<file path="src/rtl/anomaly_alarm_filter_pkg.sv">
// Shared types and defaults for the anomaly alarm filter slice.
// Latency: none (declarations only).
// Backpressure: none (declarations only).
package anomaly_pkg;

    typedef enum logic [1:0] {
        IDLE  = 2'd0,
        ALARM = 2'd1,
        HOLD  = 2'd2
    } alarm_state_t;

    localparam int ALARM_WINDOW_DEF    = 16;
    localparam int ALARM_THRESHOLD_DEF = 4;
    localparam int ALARM_HOLD_DEF      = 1024;
    localparam int ALARM_CNT_W_DEF     = 16;

    // Bits needed to hold any value 0..max_val; never less than one bit.
    function automatic int count_width(input int max_val);
        return (max_val < 1) ? 1 : $clog2(max_val + 1);
    endfunction

endpackage

</file>
<file path="src/rtl/anomaly_alarm_filter_if.sv">
// Detector/host-facing signal bundle of the anomaly alarm filter.
// Latency: none (wiring only).
// Backpressure: none; strobe and ack are single-cycle pulses, outputs are levels/pulses.
interface anomaly_alarm_filter_if #(
    parameter int WINDOW = anomaly_pkg::ALARM_WINDOW_DEF,
    parameter int CNT_W  = anomaly_pkg::ALARM_CNT_W_DEF
);
    import anomaly_pkg::*;

    localparam int CW = count_width(WINDOW);

    logic             sample_strobe;
    logic             anomaly_detected;
    logic             alarm_ack;
    logic             alarm;
    logic             alarm_rise;
    logic             holdoff;
    logic [CW-1:0]    window_count;
    logic [CNT_W-1:0] alarm_count;

    // Detector and host side.
    modport master (
        output sample_strobe, anomaly_detected, alarm_ack,
        input  alarm, alarm_rise, holdoff, window_count, alarm_count
    );

    // Filter side.
    modport slave (
        input  sample_strobe, anomaly_detected, alarm_ack,
        output alarm, alarm_rise, holdoff, window_count, alarm_count
    );

endinterface

</file>
<file path="src/rtl/anomaly_alarm_filter_window.sv">
// Sliding window of the last WINDOW decisions with a running count of ones.
// Latency: count registered one cycle after shift_en/clear; count_next is combinational.
// Backpressure: none; accepts a shift every cycle, clear has priority over shift.
module anomaly_window_counter #(
    parameter int WINDOW = 16,
    parameter int CW     = 5
) (
    input  logic          clk,
    input  logic          reset,
    input  logic          shift_en,
    input  logic          bit_in,
    input  logic          clear,
    output logic [CW-1:0] count,
    output logic [CW-1:0] count_next
);

    logic [WINDOW-1:0] bits_q;

    // Running count: add the incoming bit, drop the one falling off the old end.
    always_comb begin
        count_next = count;
        if (clear) begin
            count_next = '0;
        end else if (shift_en) begin
            count_next = count + CW'(bit_in) - CW'(bits_q[WINDOW-1]);
        end
    end

    // Window history and registered count.
    always_ff @(posedge clk) begin
        if (!reset) begin
            bits_q <= '0;
            count  <= '0;
        end else begin
            count <= count_next;
            if (clear) begin
                bits_q <= '0;
            end else if (shift_en) begin
                bits_q <= {bits_q[WINDOW-2:0], bit_in};
            end
        end
    end

endmodule

</file>
<file path="src/rtl/anomaly_alarm_filter.sv">
// k-of-N anomaly alarm with host acknowledge, post-ack hold-off and saturating event count.
// Latency: alarm/alarm_rise one cycle after the triggering strobe; all outputs registered.
// Backpressure: none; strobes accepted every cycle in IDLE/ALARM, dropped during HOLD.
module anomaly_alarm_filter
    import anomaly_pkg::*;
#(
    parameter int WINDOW      = ALARM_WINDOW_DEF,
    parameter int THRESHOLD   = ALARM_THRESHOLD_DEF,
    parameter int HOLD_CYCLES = ALARM_HOLD_DEF,
    parameter int CNT_W       = ALARM_CNT_W_DEF
) (
    input  logic                  clk,
    input  logic                  reset,
    anomaly_alarm_filter_if.slave alarm_bus
);

    localparam int CW = count_width(WINDOW);
    localparam int TW = count_width(HOLD_CYCLES);

    if (WINDOW < 2 || WINDOW > 64 || THRESHOLD < 1 || THRESHOLD > WINDOW) begin : g_param_check
        $error("anomaly_alarm_filter: WINDOW must be 2..64 and THRESHOLD 1..WINDOW");
    end

    alarm_state_t     state;
    logic [TW-1:0]    hold_timer;
    logic             alarm_q;
    logic             rise_q;
    logic             holdoff_q;
    logic [CNT_W-1:0] alarm_cnt_q;
    logic [CW-1:0]    count;
    logic [CW-1:0]    count_next;
    logic             ack_in_alarm;
    logic             shift_en;

    // An ack in ALARM wins over a same-cycle strobe; HOLD never samples.
    assign ack_in_alarm = (state == ALARM) && alarm_bus.alarm_ack;
    assign shift_en     = alarm_bus.sample_strobe &&
                          ((state == IDLE) || ((state == ALARM) && !alarm_bus.alarm_ack));

    anomaly_window_counter #(
        .WINDOW (WINDOW),
        .CW     (CW)
    ) u_window (
        .clk        (clk),
        .reset      (reset),
        .shift_en   (shift_en),
        .bit_in     (alarm_bus.anomaly_detected),
        .clear      (ack_in_alarm),
        .count      (count),
        .count_next (count_next)
    );

    // Alarm FSM with hold-off timer and saturating alarm event counter.
    always_ff @(posedge clk) begin
        if (!reset) begin
            state       <= IDLE;
            alarm_q     <= 1'b0;
            rise_q      <= 1'b0;
            holdoff_q   <= 1'b0;
            hold_timer  <= '0;
            alarm_cnt_q <= '0;
        end else begin
            rise_q <= 1'b0;
            case (state)
                IDLE: begin
                    if (shift_en && (count_next >= CW'(THRESHOLD))) begin
                        state   <= ALARM;
                        alarm_q <= 1'b1;
                        rise_q  <= 1'b1;
                        if (alarm_cnt_q != {CNT_W{1'b1}}) begin
                            alarm_cnt_q <= alarm_cnt_q + CNT_W'(1);
                        end
                    end
                end
                ALARM: begin
                    if (alarm_bus.alarm_ack) begin
                        state      <= HOLD;
                        alarm_q    <= 1'b0;
                        holdoff_q  <= 1'b1;
                        hold_timer <= TW'(HOLD_CYCLES);
                    end
                end
                HOLD: begin
                    if (hold_timer == '0) begin
                        state     <= IDLE;
                        holdoff_q <= 1'b0;
                    end else begin
                        hold_timer <= hold_timer - TW'(1);
                    end
                end
                default: begin
                    state <= IDLE;
                end
            endcase
        end
    end

    assign alarm_bus.alarm        = alarm_q;
    assign alarm_bus.alarm_rise   = rise_q;
    assign alarm_bus.holdoff      = holdoff_q;
    assign alarm_bus.window_count = count;
    assign alarm_bus.alarm_count  = alarm_cnt_q;

endmodule

</file>
<file path="src/flat_wrapper.sv">
// flat-port wrapper written by rule: the top's interface ports become plain ports
module anomaly_alarm_filter_flat import anomaly_pkg::*;
#(
    parameter int WINDOW      = ALARM_WINDOW_DEF,
    parameter int THRESHOLD   = ALARM_THRESHOLD_DEF,
    parameter int HOLD_CYCLES = ALARM_HOLD_DEF,
    parameter int CNT_W       = ALARM_CNT_W_DEF
)
  (clk, reset, alarm_bus_sample_strobe, alarm_bus_anomaly_detected, alarm_bus_alarm_ack, alarm_bus_alarm, alarm_bus_alarm_rise, alarm_bus_holdoff, alarm_bus_window_count, alarm_bus_alarm_count);
  anomaly_alarm_filter_if #(.WINDOW(WINDOW), .CNT_W(CNT_W)) alarm_bus_i ();
  input  logic clk;
  input  logic reset;
  input wire logic [$bits(alarm_bus_i.sample_strobe)-1:0] alarm_bus_sample_strobe;
  input wire logic [$bits(alarm_bus_i.anomaly_detected)-1:0] alarm_bus_anomaly_detected;
  input wire logic [$bits(alarm_bus_i.alarm_ack)-1:0] alarm_bus_alarm_ack;
  output wire logic [$bits(alarm_bus_i.alarm)-1:0] alarm_bus_alarm;
  output wire logic [$bits(alarm_bus_i.alarm_rise)-1:0] alarm_bus_alarm_rise;
  output wire logic [$bits(alarm_bus_i.holdoff)-1:0] alarm_bus_holdoff;
  output wire logic [$bits(alarm_bus_i.window_count)-1:0] alarm_bus_window_count;
  output wire logic [$bits(alarm_bus_i.alarm_count)-1:0] alarm_bus_alarm_count;
  assign alarm_bus_i.sample_strobe = alarm_bus_sample_strobe;
  assign alarm_bus_i.anomaly_detected = alarm_bus_anomaly_detected;
  assign alarm_bus_i.alarm_ack = alarm_bus_alarm_ack;
  assign alarm_bus_alarm = alarm_bus_i.alarm;
  assign alarm_bus_alarm_rise = alarm_bus_i.alarm_rise;
  assign alarm_bus_holdoff = alarm_bus_i.holdoff;
  assign alarm_bus_window_count = alarm_bus_i.window_count;
  assign alarm_bus_alarm_count = alarm_bus_i.alarm_count;
  anomaly_alarm_filter #(.WINDOW(WINDOW), .THRESHOLD(THRESHOLD), .HOLD_CYCLES(HOLD_CYCLES), .CNT_W(CNT_W)) u_core (.clk(clk), .reset(reset), .alarm_bus(alarm_bus_i));
endmodule
</file>
<file path="config.mk">
export PLATFORM = sky130hd
export DESIGN_NAME = anomaly_alarm_filter_flat
export DESIGN_NICKNAME = d
export VERILOG_FILES = /design/src/rtl/anomaly_alarm_filter_pkg.sv /design/src/rtl/anomaly_alarm_filter_if.sv /design/src/rtl/anomaly_alarm_filter_window.sv /design/src/rtl/anomaly_alarm_filter.sv /design/src/flat_wrapper.sv
export SDC_FILE = /design/constraint.sdc
export NUM_CORES = 1
export LEC_CHECK = 0
export ABC_AREA = 1
export CAP_MARGIN = 20
export CORE_ASPECT_RATIO = 2
export CORE_MARGIN = 3
export CORE_UTILIZATION = 35
export CTS_CLUSTER_SIZE = 10
export DETAILED_ROUTE_END_ITERATION = 16
export PLACE_DENSITY_LB_ADDON = 0.05
export SLEW_MARGIN = 10
export SYNTH_ARGS = -nofsm -noshare
export SYNTH_HDL_FRONTEND = slang
export SYNTH_SLANG_ARGS = --single-unit
</file>
<file path="constraint.sdc">
create_clock -name clk -period 3.1 [get_ports clk]
set_input_delay 0.31 -clock clk [delete_from_list [all_inputs] [get_ports clk]]
set_output_delay 0.31 -clock clk [all_outputs]
set_load 0.01 [all_outputs]
</file>
==> impl_metrics.toml, run 1 <==
[worst_setup_path]
startpoint = "u_core.u_window.count[0]$_SDFF_PN0_"
reg2regPathDepth = 13
reg2reg_to = "u_core.alarm_bus.alarm_count[6]$_SDFFE_PN0P_"
end_kind = "flop"
path_class = "flop to flop"
crit_top_cell = "inv_1"
startpoint_type = "flop"
cp-endpoint = "u_core.alarm_bus.alarm_count[6]$_SDFFE_PN0P_"
slowest_stage = "fa_1"
crit_cells = 13
slowest_delay_ps = 390
r2r_start = "u_core.u_window.count[0]$_SDFF_PN0_"
ff2ff_setup_slack_ps = 550
critPathRequiredTime_ps = 3280
cp_num_buf_inv = 3
path_max_fanout = 18
critical-path-top-delay-family = "simple AND/OR/NAND/NOR gates"
cp.arrival_ps = 2730
crit_chain = "inv_1, ha_1, inv_1, ha_1, inv_1, fa_1, xor2_1, nand2_1, nand3_1, nand3_4, nand3_4, nand2_1, a21oi_1"

[cts]
clkSlewWorstSetupHoldPaths_ps = 70
cts_tree = "yes"
insertion_delay_ps = 290
cts.path.max_buffers = 2
post_cts_buffers = 0
cts_sinks = 53
cts.repair.resized = 0
cts_hold_buf = 0
clockRootBuffer = "clkbuf_16"
cts_htree_levels = 2
cts_buffers = 5

[placement]
port_buffers = 28
dp_hpwl_mm = 5.095
pre_cts_ws_ps = 447.0
gp_congestion = 0.8421

[die]
io_pins = 29
core_area_sq_mm = 0.007657
chipHeight_microns = 132.3
dieWidth_microns = 69.15
floorplan.rows = 45
die-area_sq_mm = 0.009148
start_util_pct = 36.45

[yosys]
yosysTopAreaCell = "dfxtp_1"
yosysSeqAreaShare_pct = 38.01
ys_types = 33
synthTopCellsByArea = "dfxtp_1 (38%), nor2_1 (8.5%), nand2_1 (7.9%), inv_1 (5.4%), nand4_1 (4.5%)"
async_flop_share_pct = 0
synth.top_cells.by_count = "nor2_1 (63), nand2_1 (59), dfxtp_1 (53), inv_1 (40), o21ai_0 (25)"
synth_top_area_share_pct = 38.01
yosys_warnings = 0
synth_top_family_by_area = "simple AND/OR/NAND/NOR gates"
yosysMostFrequentCell = "nor2_1"
synth-simple-area-share_pct = 31.73
yosys_most_used_dff = "dfxtp_1"
synth_xor_area_share_pct = 4.393
synth_edf_count = 0
syn_area_per_cell_sq_um = 7.365
synthCells = 379
syn-num-nets = 392
synth-seq-cells = 53
netlist_area_sq_mm = 0.002791
synth-adder-area-share_pct = 3.855
synth_mux_area_share_pct = 0
synth_compound_area_share_pct = 12.77

[final_layout]
num-fill-cells = 833
utilization_pct = 42.55
drive_gt1_share_pct = 11.11
antenna_cells = 0
multi_input_area_sq_mm = 0.001473
nets = 417
syn_to_final_growth_pct = 16.72
register_area_sq_mm = 0.001061

[status]
status = "finished clean"

[sta]
worst-slew-pin-transition_ps = 541.8
period_share_pct = 82.13
holdWs_ps = 455.3
rsz0062_at_grt = "false"
fin_crit_ps = 2546
setup_ws_ps = 553.9
setup_tns_ps = 0
max_freq_mhz = 392.8
setup_viol = 0
hold_violations = 0
slew_headroom_pct = 63.84
slew_violations = 0
fin_worst_skew_ps = 8.773

[global_routing]
grt-ovfl-total = 0
grt_pass1_wl_mm = 11.43
grt_pass1_vias = 2461
grt.total_usage_pct = 15.45
antenna_found_initial = 0
grt_max_degree = 23

[pwr]
worst_ir_drop_vdd_mv = 0.3232
power_mw = 2.189
p_per_area_mw_per_mm2 = 671.8
p_leak_nw = 1.273

[hold_path]
hold_class = "flop to flop"

[detailed_routing]
wl_per_cell_microns = 13.45
drtIter0Drc = 97
drc = 0
dr_total_vias = 2474
dr.pass1.iters = 4
via_per_inst = 4.958
wirelength_mm = 6.712
antenna_left = 0

[job]
maxCapViolations = 0
[power breakdown]
group / switching (mW) / total, mW / internal, mW
sequential: 0.0733 / 0.855 / 0.782
clock: 0.248 / 0.546 / 0.297
combinational: 0.493 / 0.788 / 0.295
total: 0.815 / 2.19 / 1.37
[registers in the layout, indices dropped and copies added, names as in the netlist]
signal	flops
u_core.state	2
u_core.alarm_bus.alarm	1
u_core.hold_timer	11
u_core.alarm_bus.alarm_rise	1
u_core.alarm_bus.alarm_count	16
u_core.u_window.bits_q	16
u_core.alarm_bus.holdoff	1
u_core.u_window.count	5
[logic make-up (layout without fill, tap and decap cells)]
family | Yosys count | after routing
compound gates | 61 | 61
flops | 53 | 53
simple gates | 186 | 186
buf+inv | 57 | 83
fa+ha+maj | 8 | 8
xor+xnor | 14 | 14
[how the worst min path moves through the flow]
stage | from | endpoint | slack [ps] | cells after the start
after floorplan | alarm_bus_alarm_ack | u_core.state[0]$_SDFFE_PN0P_ | 410 | 1
after global routing | u_core.hold_timer[8]$_SDFFE_PN0P_ | u_core.hold_timer[8]$_SDFFE_PN0P_ | 480 | 1
after detailed placement | u_core.alarm_bus.alarm$_SDFFE_PN0P_ | u_core.alarm_bus.alarm$_SDFFE_PN0P_ | 450 | 2
after global placement | u_core.alarm_bus.alarm$_SDFFE_PN0P_ | u_core.alarm_bus.alarm$_SDFFE_PN0P_ | 440 | 2
after CTS | u_core.alarm_bus.alarm$_SDFFE_PN0P_ | u_core.alarm_bus.alarm$_SDFFE_PN0P_ | 460 | 2
final | u_core.alarm_bus.alarm$_SDFFE_PN0P_ | u_core.alarm_bus.alarm$_SDFFE_PN0P_ | 460 | 2
[area by class of cell]
cell class                      count  share of cell area [%]
Timing Repair Buffer               31                   9.293
Multi-Input combinational cell    269                   45.20
Sequential cell                    53                   32.57
Clock inverter                      2                  0.3072
Tap cell                           94                   3.610
Inverter                           44                   5.069
Clock buffer                        6                   3.955
[metrics by stage]
step | cell area [sq um] | std cells
6_report | 3258 | 499
5_1_grt | 3258 | 499
4_1_cts | 3258 | 499
3_5_place_dp | 3119 | 491
3_3_place_gp | 3119 | 491
2_1_floorplan | 2791 | 379
[worst register-to-register path, stage by stage, from the launching register on]
cell and delay [ps]:
dfxtp_1 330, inv_1 60, ha_1 290, inv_1 60, ha_1 160, inv_1 60
fa_1 390, xor2_1 160, nand2_1 70, nand3_1 140, nand3_4 250, nand3_4 280
nand2_1 150, a21oi_1 60
[per-layer routing]
layer | GRT usage [%] | routed length [microns] | share of wire (%) | vias to the layer above
met2 | 30.27 | 3845 | 57 | 33
met1 | 15.31 | 2547 | 38 | 1150
met3 | 2.366 | 117 | 1.7 | 11
li1 | - | - | - | 1280
met5 | 0 | 0 | 0 | -
met4 | 7.174 | 202 | 3.0 | 0
[cells in the final DEF (no fill, tap or decap)]
master,n
nand3_4,2
ha_1,7
nand4_1,20
o21ai_0,25
inv_2,3
nand3_2,3
o21a_1,2
a21oi_2,11
clkinv_1,1
nor2_1,63
clkbuf_1,1
clkinv_2,2
clkdlybuf4s50_1,28
nor3_2,1
a21oi_1,21
xor2_1,13
nor3_4,1
xnor2_1,1
nand2_2,12
or2_2,1
dfxtp_1,53
nand3_1,15
fa_1,1
inv_1,40
buf_4,3
nand4_2,1
o31ai_1,1
nor3_1,7
clkbuf_16,5
o21bai_1,1
nand2_1,59
nand3b_1,1
Power figures use the tool's default switching activity.
==> run 2, diff against run 1 <==
==> constraint.sdc (replaced) <==
create_clock -name clk -period 2.5 [get_ports clk]
set_input_delay 0.25 -clock clk [delete_from_list [all_inputs] [get_ports clk]]
set_output_delay 0.25 -clock clk [all_outputs]
set_load 0.01 [all_outputs]
==> impl_metrics.toml, run 2 (synthesized netlist as in run 1, its figures left out) <==
[die]
chipHeight_microns = 132.3
floorplan.rows = 45
die-area_sq_mm = 0.009148
io_pins = 29
core_area_sq_mm = 0.007657
start_util_pct = 36.45
dieWidth_microns = 69.15

[final_layout]
nets = 426
drive_gt1_share_pct = 13.04
syn_to_final_growth_pct = 19.90
mostFrequentLayoutCell = "nor2_1"
finalNonFillerCells = 508
antenna_cells = 0
num-fill-cells = 832
layout_common_cells = "nor2_1 (63), nand2_1 (59), dfxtp_1 (53), inv_1 (40), clkdlybuf4s50_1 (28)"

[global_routing]
grt-ovfl-total = 0
antenna_found_initial = 0
grt_max_degree = 23
grt_pass1_vias = 2583
grt.total_usage_pct = 16.38
grt_pass1_wl_mm = 11.99

[sta]
setup_tns_ps = 0
slew_violations = 0
fin_crit_ps = 2271
period_share_pct = 90.84
worst-slew-pin-transition_ps = 550.4
max_freq_mhz = 440.3
fin_worst_skew_ps = 6.843
slew_headroom_pct = 63.27
rsz0062_at_grt = "false"
setup_viol = 0
hold_violations = 0

[detailed_routing]
drtIter0Drc = 92
dr.pass1.iters = 4
antenna_left = 0
via_per_inst = 5.016
wirelength_mm = 7.071
dr_total_vias = 2548
drc = 0
wl_per_cell_microns = 13.92

[cts]
cts_buffers = 5
clkSlewWorstSetupHoldPaths_ps = 60
cts.path.max_buffers = 2
cts_sinks = 53
cts_htree_levels = 2
insertion_delay_ps = 290
cts_tree = "yes"
clockRootBuffer = "clkbuf_16"

[worst_setup_path]
critPathRequiredTime_ps = 2670
path_max_fanout = 4
path_class = "flop to flop"
cp.arrival_ps = 2440
end_kind = "flop"
startpoint_type = "flop"

[placement]
port_buffers = 28
placed_cells = 497
dp_hpwl_mm = 5.259
gp_congestion = 0.9044

[pwr]
worst_ir_drop_vdd_mv = 0.2981
p_per_area_mw_per_mm2 = 844.5
p_leak_nw = 1.316

[hold_path]
hold_class = "flop to flop"

[status]
status = "finished clean"

[job]
maxCapViolations = 0
run 2: per-stage QoR:
step | power (mW) | utilization, % | worst slack, ps | instance area, sq um | hold WS, ps
after floorplan | 1.846 | - | 187.2 | 2791 | 350.8
after global placement | 2.123 | 41.32 | 61.66 | 3164 | 439.0
after detailed placement | 2.133 | 41.32 | 52.52 | 3164 | 440.5
after CTS | 2.826 | 43.10 | 64.11 | 3301 | 454.6
after global routing | 3.052 | 43.71 | 33.48 | 3347 | 489.2
final | 2.827 | 43.71 | 229.0 | 3347 | 451.4
run 2: area by class of cell:
cell class / instances / area (sq um) / share of cell area [%]
clock buffer: 8 / 136.4 / 4.075
inverter: 44 / 165.2 / 4.935
multi-input combinational: 269 / 1480 / 44.22
sequential: 53 / 1061 / 31.70
tap: 94 / 117.6 / 3.514
timing repair buffer: 40 / 386.6 / 11.55
run 2: timing repair:
item                       in CTS  in global routing
setup buffers                   0                  3
hold buffers                    0                  0
setup endpoints to repair       0                 17
resized for setup               0                  3
run 2: routing by layer:
metal  global-route usage [%]  share of wire (%)
met5                        0                  0
met4                    8.913                3.5
met3                    3.130                2.4
met2                    32.02                 57
met1                    15.31                 37
run 2: where the power goes:
part | internal, mW | total (mW) | switching [mW]
Combinational | 0.452 | 1.11 | 0.658
Clock | 0.373 | 0.662 | 0.289
Sequential | 0.970 | 1.05 | 0.0845
run 2: worst max-delay path, cell delays in order (launching register included):
cell	delay [ps]
dfxtp_1	330
inv_1	60
ha_1	280
inv_1	60
ha_1	160
inv_1	60
fa_2	340
inv_1	70
nand3_1	80
nand2_1	70
nand2_1	60
nand3_2	60
nand2_2	70
nand3_4	90
nand3_4	90
buf_4	180
nand2_1	50
a21oi_1	50
run 2: worst paths after layout:
| check | start | endpoint | slack (ps) | cells past startpoint |
|---|---|---|---|---|
| worst max-delay path | u_core.u_window.count[0]$_SDFF_PN0_ | u_core.alarm_bus.alarm_count[1]$_SDFFE_PN0P_ | 230 | 17 |
| worst min-delay path | u_core.alarm_bus.alarm$_SDFFE_PN0P_ | u_core.alarm_bus.alarm$_SDFFE_PN0P_ | 450 | 2 |
| worst max register to register | u_core.u_window.count[0]$_SDFF_PN0_ | u_core.alarm_bus.alarm_count[1]$_SDFFE_PN0P_ | 230 | 17 |
| worst min register to register | u_core.alarm_bus.alarm$_SDFFE_PN0P_ | u_core.alarm_bus.alarm$_SDFFE_PN0P_ | 450 | 2 |
==> run 3, diff against run 2 <==
--- a/config.mk
+++ b/config.mk
@@ -7,12 +7,10 @@
 export LEC_CHECK = 0
 export ABC_AREA = 1
 export CAP_MARGIN = 20
-export CORE_ASPECT_RATIO = 2
 export CORE_MARGIN = 3
 export CORE_UTILIZATION = 35
 export CTS_CLUSTER_SIZE = 10
 export DETAILED_ROUTE_END_ITERATION = 16
-export PLACE_DENSITY_LB_ADDON = 0.05
 export SLEW_MARGIN = 10
 export SYNTH_ARGS = -nofsm -noshare
 export SYNTH_HDL_FRONTEND = slang
==> impl_metrics.toml, run 3 (synthesized netlist as in run 1, its figures left out) <==
[worst_setup_path]
path_class = "flop to flop"
reg2regPathDepth = 16
startpoint = "u_core.u_window.count[0]$_SDFF_PN0_"
r2r_start = "u_core.u_window.count[0]$_SDFF_PN0_"
crit_chain = "inv_1, ha_4, inv_1, ha_2, inv_1, fa_2, inv_2, nand3_2, nand2_1, nand2_1, nand3_2, nand2_2, nand3_4, clkbuf_16, nand4_1, a21oi_2"
ff2ff_setup_slack_ps = 200
crit_top_cell = "inv_1"
cp.arrival_ps = 2540
cp-endpoint = "u_core.alarm_bus.alarm_count[14]$_SDFFE_PN0P_"
slowest_stage = "fa_2"
slowest_delay_ps = 370
critPathRequiredTime_ps = 2740
path_max_fanout = 8
end_kind = "flop"
reg2reg_to = "u_core.alarm_bus.alarm_count[14]$_SDFFE_PN0P_"
startpoint_type = "flop"

[die]
start_util_pct = 37.29
die-area_sq_mm = 0.009083
chipHeight_microns = 95.31
io_pins = 29
core_area_sq_mm = 0.007486
dieWidth_microns = 95.31
floorplan.rows = 31

[sta]
holdWs_ps = 456.5
fin_worst_skew_ps = 16.27
slew_violations = 0
worst-slew-pin-transition_ps = 525.8
fin_crit_ps = 2302
setup_tns_ps = 0
max_freq_mhz = 434.3
hold_violations = 0
period_share_pct = 92.10
slew_headroom_pct = 64.91
setup_viol = 0

[detailed_routing]
wirelength_mm = 6.139
via_per_inst = 4.742
drc = 0
wl_per_cell_microns = 12.01
antenna_left = 0
drtIter0Drc = 98
dr_total_vias = 2423
dr.pass1.iters = 4

[placement]
port_buffers = 28
dp_hpwl_mm = 4.323
place_area_sq_mm = 0.003156
gp_congestion = 0.8531

[final_layout]
multi_input_area_sq_mm = 0.001534
design_area_sq_mm = 0.003353
mostFrequentLayoutCell = "nor2_1"
drive_gt1_share_pct = 15.78
antenna_cells = 0
register_area_sq_mm = 0.001062
layout_common_cells = "nor2_1 (63), nand2_1 (57), dfxtp_1 (52), inv_1 (39), clkdlybuf4s50_1 (28)"
num-fill-cells = 764
syn_to_final_growth_pct = 20.13
nets = 424

[cts]
cts_sinks = 53
clkSlewWorstSetupHoldPaths_ps = 110
cts_htree_levels = 2
cts.path.max_buffers = 2
insertion_delay_ps = 310
clockRootBuffer = "clkbuf_8"
cts_buffers = 5
cts_tree = "yes"

[pwr]
swShare_pct = 38.73
clockPowerShare_pct = 18.5
p_per_area_mw_per_mm2 = 804.1
comb_power_share_pct = 42.5
p_sw_mw = 1.044
worst_ir_drop_vdd_mv = 0.3213
p_leak_nw = 1.298
p_seq_share_pct = 39.0
internal_power_mw = 1.652

[job]
maxCapViolations = 0

[global_routing]
grt_pass1_vias = 2332
grt-ovfl-total = 0
grt.total_usage_pct = 14.18
antenna_found_initial = 0
grt_pass1_wl_mm = 10.44
grt_max_degree = 23

[hold_path]
hold_class = "flop to flop"

[status]
status = "finished clean"
run 3: cell types whose count changed in the layout (fill, tap and decap cells not counted), sizes merged:
cell      previous run  this run
buf                 12         8
clkbuf               8         6
clkinv               1         2
clkinvlp             0         1
inv                 43        44
nand3               20        21
run 3: worst min-delay path by stage:
stage                                     endpoint  slack [ps]                                start  cells past startpoint
6_report         u_core.hold_timer[8]$_SDFFE_PN0P_         460    u_core.hold_timer[8]$_SDFFE_PN0P_                      1
5_1_grt        u_core.alarm_bus.alarm$_SDFFE_PN0P_         500  u_core.alarm_bus.alarm$_SDFFE_PN0P_                      2
4_1_cts          u_core.hold_timer[8]$_SDFFE_PN0P_         460    u_core.hold_timer[8]$_SDFFE_PN0P_                      1
3_5_place_dp     u_core.hold_timer[8]$_SDFFE_PN0P_         450    u_core.hold_timer[8]$_SDFFE_PN0P_                      1
3_3_place_gp     u_core.hold_timer[8]$_SDFFE_PN0P_         440    u_core.hold_timer[8]$_SDFFE_PN0P_                      1
2_1_floorplan         u_core.state[0]$_SDFFE_PN0P_         350                  alarm_bus_alarm_ack                      1
run 3: timing repair:
item,in CTS,in global routing
hold buffers,0,0
hold endpoints to repair,0,0
gates resized for setup,0,16
buffers inserted,0,1
endpoints found under the setup margin,0,16
run 3: critical path, delay by kind of cell (launching register included):
kind	cells	cell delay [ps]
buf+inv	5	460
simple gates	7	570
compound gates	1	130
flops	1	330
fa+ha+maj	3	750
run 3: layout make-up:
cell class	count	area share [%]
Multi-Input combinational cell	270	45.75
Sequential cell	53	31.68
Timing Repair Buffer	37	11.27
Inverter	44	4.925
Tap cell	99	3.694
Clock buffer	5	2.052
Clock inverter	3	0.6343
run 3: per-stage QoR:
step | std cells | power [mW] | util (%) | setup WS, ps
after global placement | 500 | 2.063 | 42.15 | 105.1
after detailed placement | 500 | 2.074 | 42.15 | 78.35
after global routing | 511 | 2.936 | 44.79 | -10.91
after floorplan | 379 | 1.846 | - | 187.2
after CTS | 508 | 2.580 | 43.36 | 72.98
final | 511 | 2.696 | 44.79 | 197.5
run 3: routing by layer:
layer	share of wire, %	track usage (%)	wire, microns	vias to the layer above
li1	-	-	-	1295
met1	50	18.67	3055	1088
met2	46	23.32	2823	35
met3	3.4	2.999	208	5
met4	0.85	4.087	52	0
met5	0	0	0	-
run 3: power groups by stage:
stage | sequential [mW] | combinational, mW | clock [mW]
after floorplan | 1.08 | 0.764 | 0
after CTS | 1.05 | 1.01 | 0.518
final | 1.05 | 1.15 | 0.498
after global routing | 1.07 | 1.31 | 0.552
after detailed placement | 1.07 | 1.00 | 0
after global placement | 1.07 | 0.994 | 0
==> variant: new RTL, config.mk and constraints of run 2 <==
Change the package constant `ALARM_WINDOW_DEF` from 16 to 15.
--- a/src/rtl/anomaly_alarm_filter_pkg.sv
+++ b/src/rtl/anomaly_alarm_filter_pkg.sv
@@ -10,5 +10,5 @@
     } alarm_state_t;
 
-    localparam int ALARM_WINDOW_DEF    = 16;
+    localparam int ALARM_WINDOW_DEF    = 15;
     localparam int ALARM_THRESHOLD_DEF = 4;
     localparam int ALARM_HOLD_DEF      = 1024;
Ports: changed (resized alarm_bus_window_count); port bits go from 29 to 28. The function was not compared with the original's and may differ.
==> variant against run 2 <==
  * Setup slack worse by 0.019 ns
  * Wire length down 7.6%
  * Fmax down 0.82%
  * Synthesized area down 6.9%
  * Sequential cell count down 2
  * Via count down 5.5%
  * Sequential share of layout area up 0.39 points
  * Design area down 4.9%
  * Clock power up 20%
  * First-iteration DRC count down 30%
  * Total power down 17%
  * Largest cell class unchanged
==> variant: results (changes against run 2) <==
Cells and area
  • Layout cells sized above 1: 8.27% (was 13.0%)
  • NumNets Final: 410 (was 426)

Hold path
  • Hold path start: u_core.u_window.bits_q[12] (was u_core.alarm_bus.alarm)

STA
  • Worst slew pin tran: 0.680 ns (was 0.550 ns)
  • Clock skew: 0.00529 ns (was 0.00684 ns)
  • Fmax: 0.437 GHz (was 0.440 GHz)
  • Hold Slack: 0.460 ns (was 0.451 ns)

Drt
  • Vias per cell: 4.93 (was 5.02)
  • Routed len/inst: 13.4 um (was 13.9 um)
  • Drt first-iter violations: 64 (was 92)

Power and ir drop
  • Sw Ratio: 31.3% (was 36.5%)

Logic synthesis
  • Syn Nets: 376 (was 392)
  • Synth top area share: 39.3% (was 38.0%)
  • Yosys cell types: 34 (was 33)
  • Post-Syn Area per Cell: 7.14 um2 (was 7.37 um2)

Placed design
  • # port buffers: 27 (was 28)
  • Placed cell count: 481 (was 497)
  • Placed Area: 0.00301 mm2 (was 0.00316 mm2)

Worst setup path
  • Critical Path Slowest Stage Cell: fa_1 (was fa_2)
  • Slowest cell delay on critical path: 0.39 ns (was 0.34 ns)
  • R2r worst-path depth: 14 (was 17)
  • Critical Path AT: 2.52 ns (was 2.44 ns)
  • Worst R2R End: u_core.alarm_bus.alarm_count[0] (was u_core.alarm_bus.alarm_count[1])

Global routing
  • First-pass GRT wire length: 10.9 mm (was 12.0 mm)
  • Met3 Usage GRT: 2.89% (was 3.13%)
  • Met1 Use GR: 16.1% (was 15.3%)

Status
  • Status: completed (unchanged)
==> variant: cell types whose count changed in the layout (fill, tap and decap cells not counted), sizes merged, moves of 4 or more <==
cell,change
nand2,+32
xor2,-4
nor2,-28
o21ai,-18
a21oi,+11
inv,-9
==> variant: cell families (layout without fill, tap and decap cells) <==
group           Yosys count  in the layout  synth area share (%)
simple gates            192            192                  33.9
compound gates           53             53                  10.6
flops                    51             51                  39.3
buf+inv                  48             83                  8.14
xor+xnor                 13             13                  4.38
fa+ha+maj                 7              7                  3.66
==> variant: worst max-delay path by stage <==
stage               depth (start not counted)                  startpoint                               end
floorplan                                  14    u_core.u_window.count[0]  u_core.alarm_bus.alarm_count[13]
finish                                     14    u_core.u_window.count[0]   u_core.alarm_bus.alarm_count[0]
global route                               14    u_core.u_window.count[0]   u_core.alarm_bus.alarm_count[0]
CTS                                        14    u_core.u_window.count[0]   u_core.alarm_bus.alarm_count[0]
global placement                           12  alarm_bus_anomaly_detected   u_core.alarm_bus.alarm_count[0]
detailed placement                         11  alarm_bus_anomaly_detected   u_core.alarm_bus.alarm_count[0]
==> variant: power groups by stage <==
stage	Sequential (W)	Clock [W]	Combinational [W]
3_5_place_dp	0.000934	0	0.000661
5_1_grt	0.000923	0.000858	0.000735
3_3_place_gp	0.000933	0	0.000653
4_1_cts	0.000916	0.000823	0.000663
6_report	0.000915	0.000793	0.000646
2_1_floorplan	0.000936	0	0.000446
==> variant: layout make-up <==
type                            instances  area [um2]
Timing Repair Buffer                   39         373
Sequential cell                        51        1020
Inverter                               36         135
Tap cell                               90         113
Fill cell                             783        3870
Multi-Input combinational cell        265        1370
Clock inverter                          2        35.0
Clock buffer                            6         139
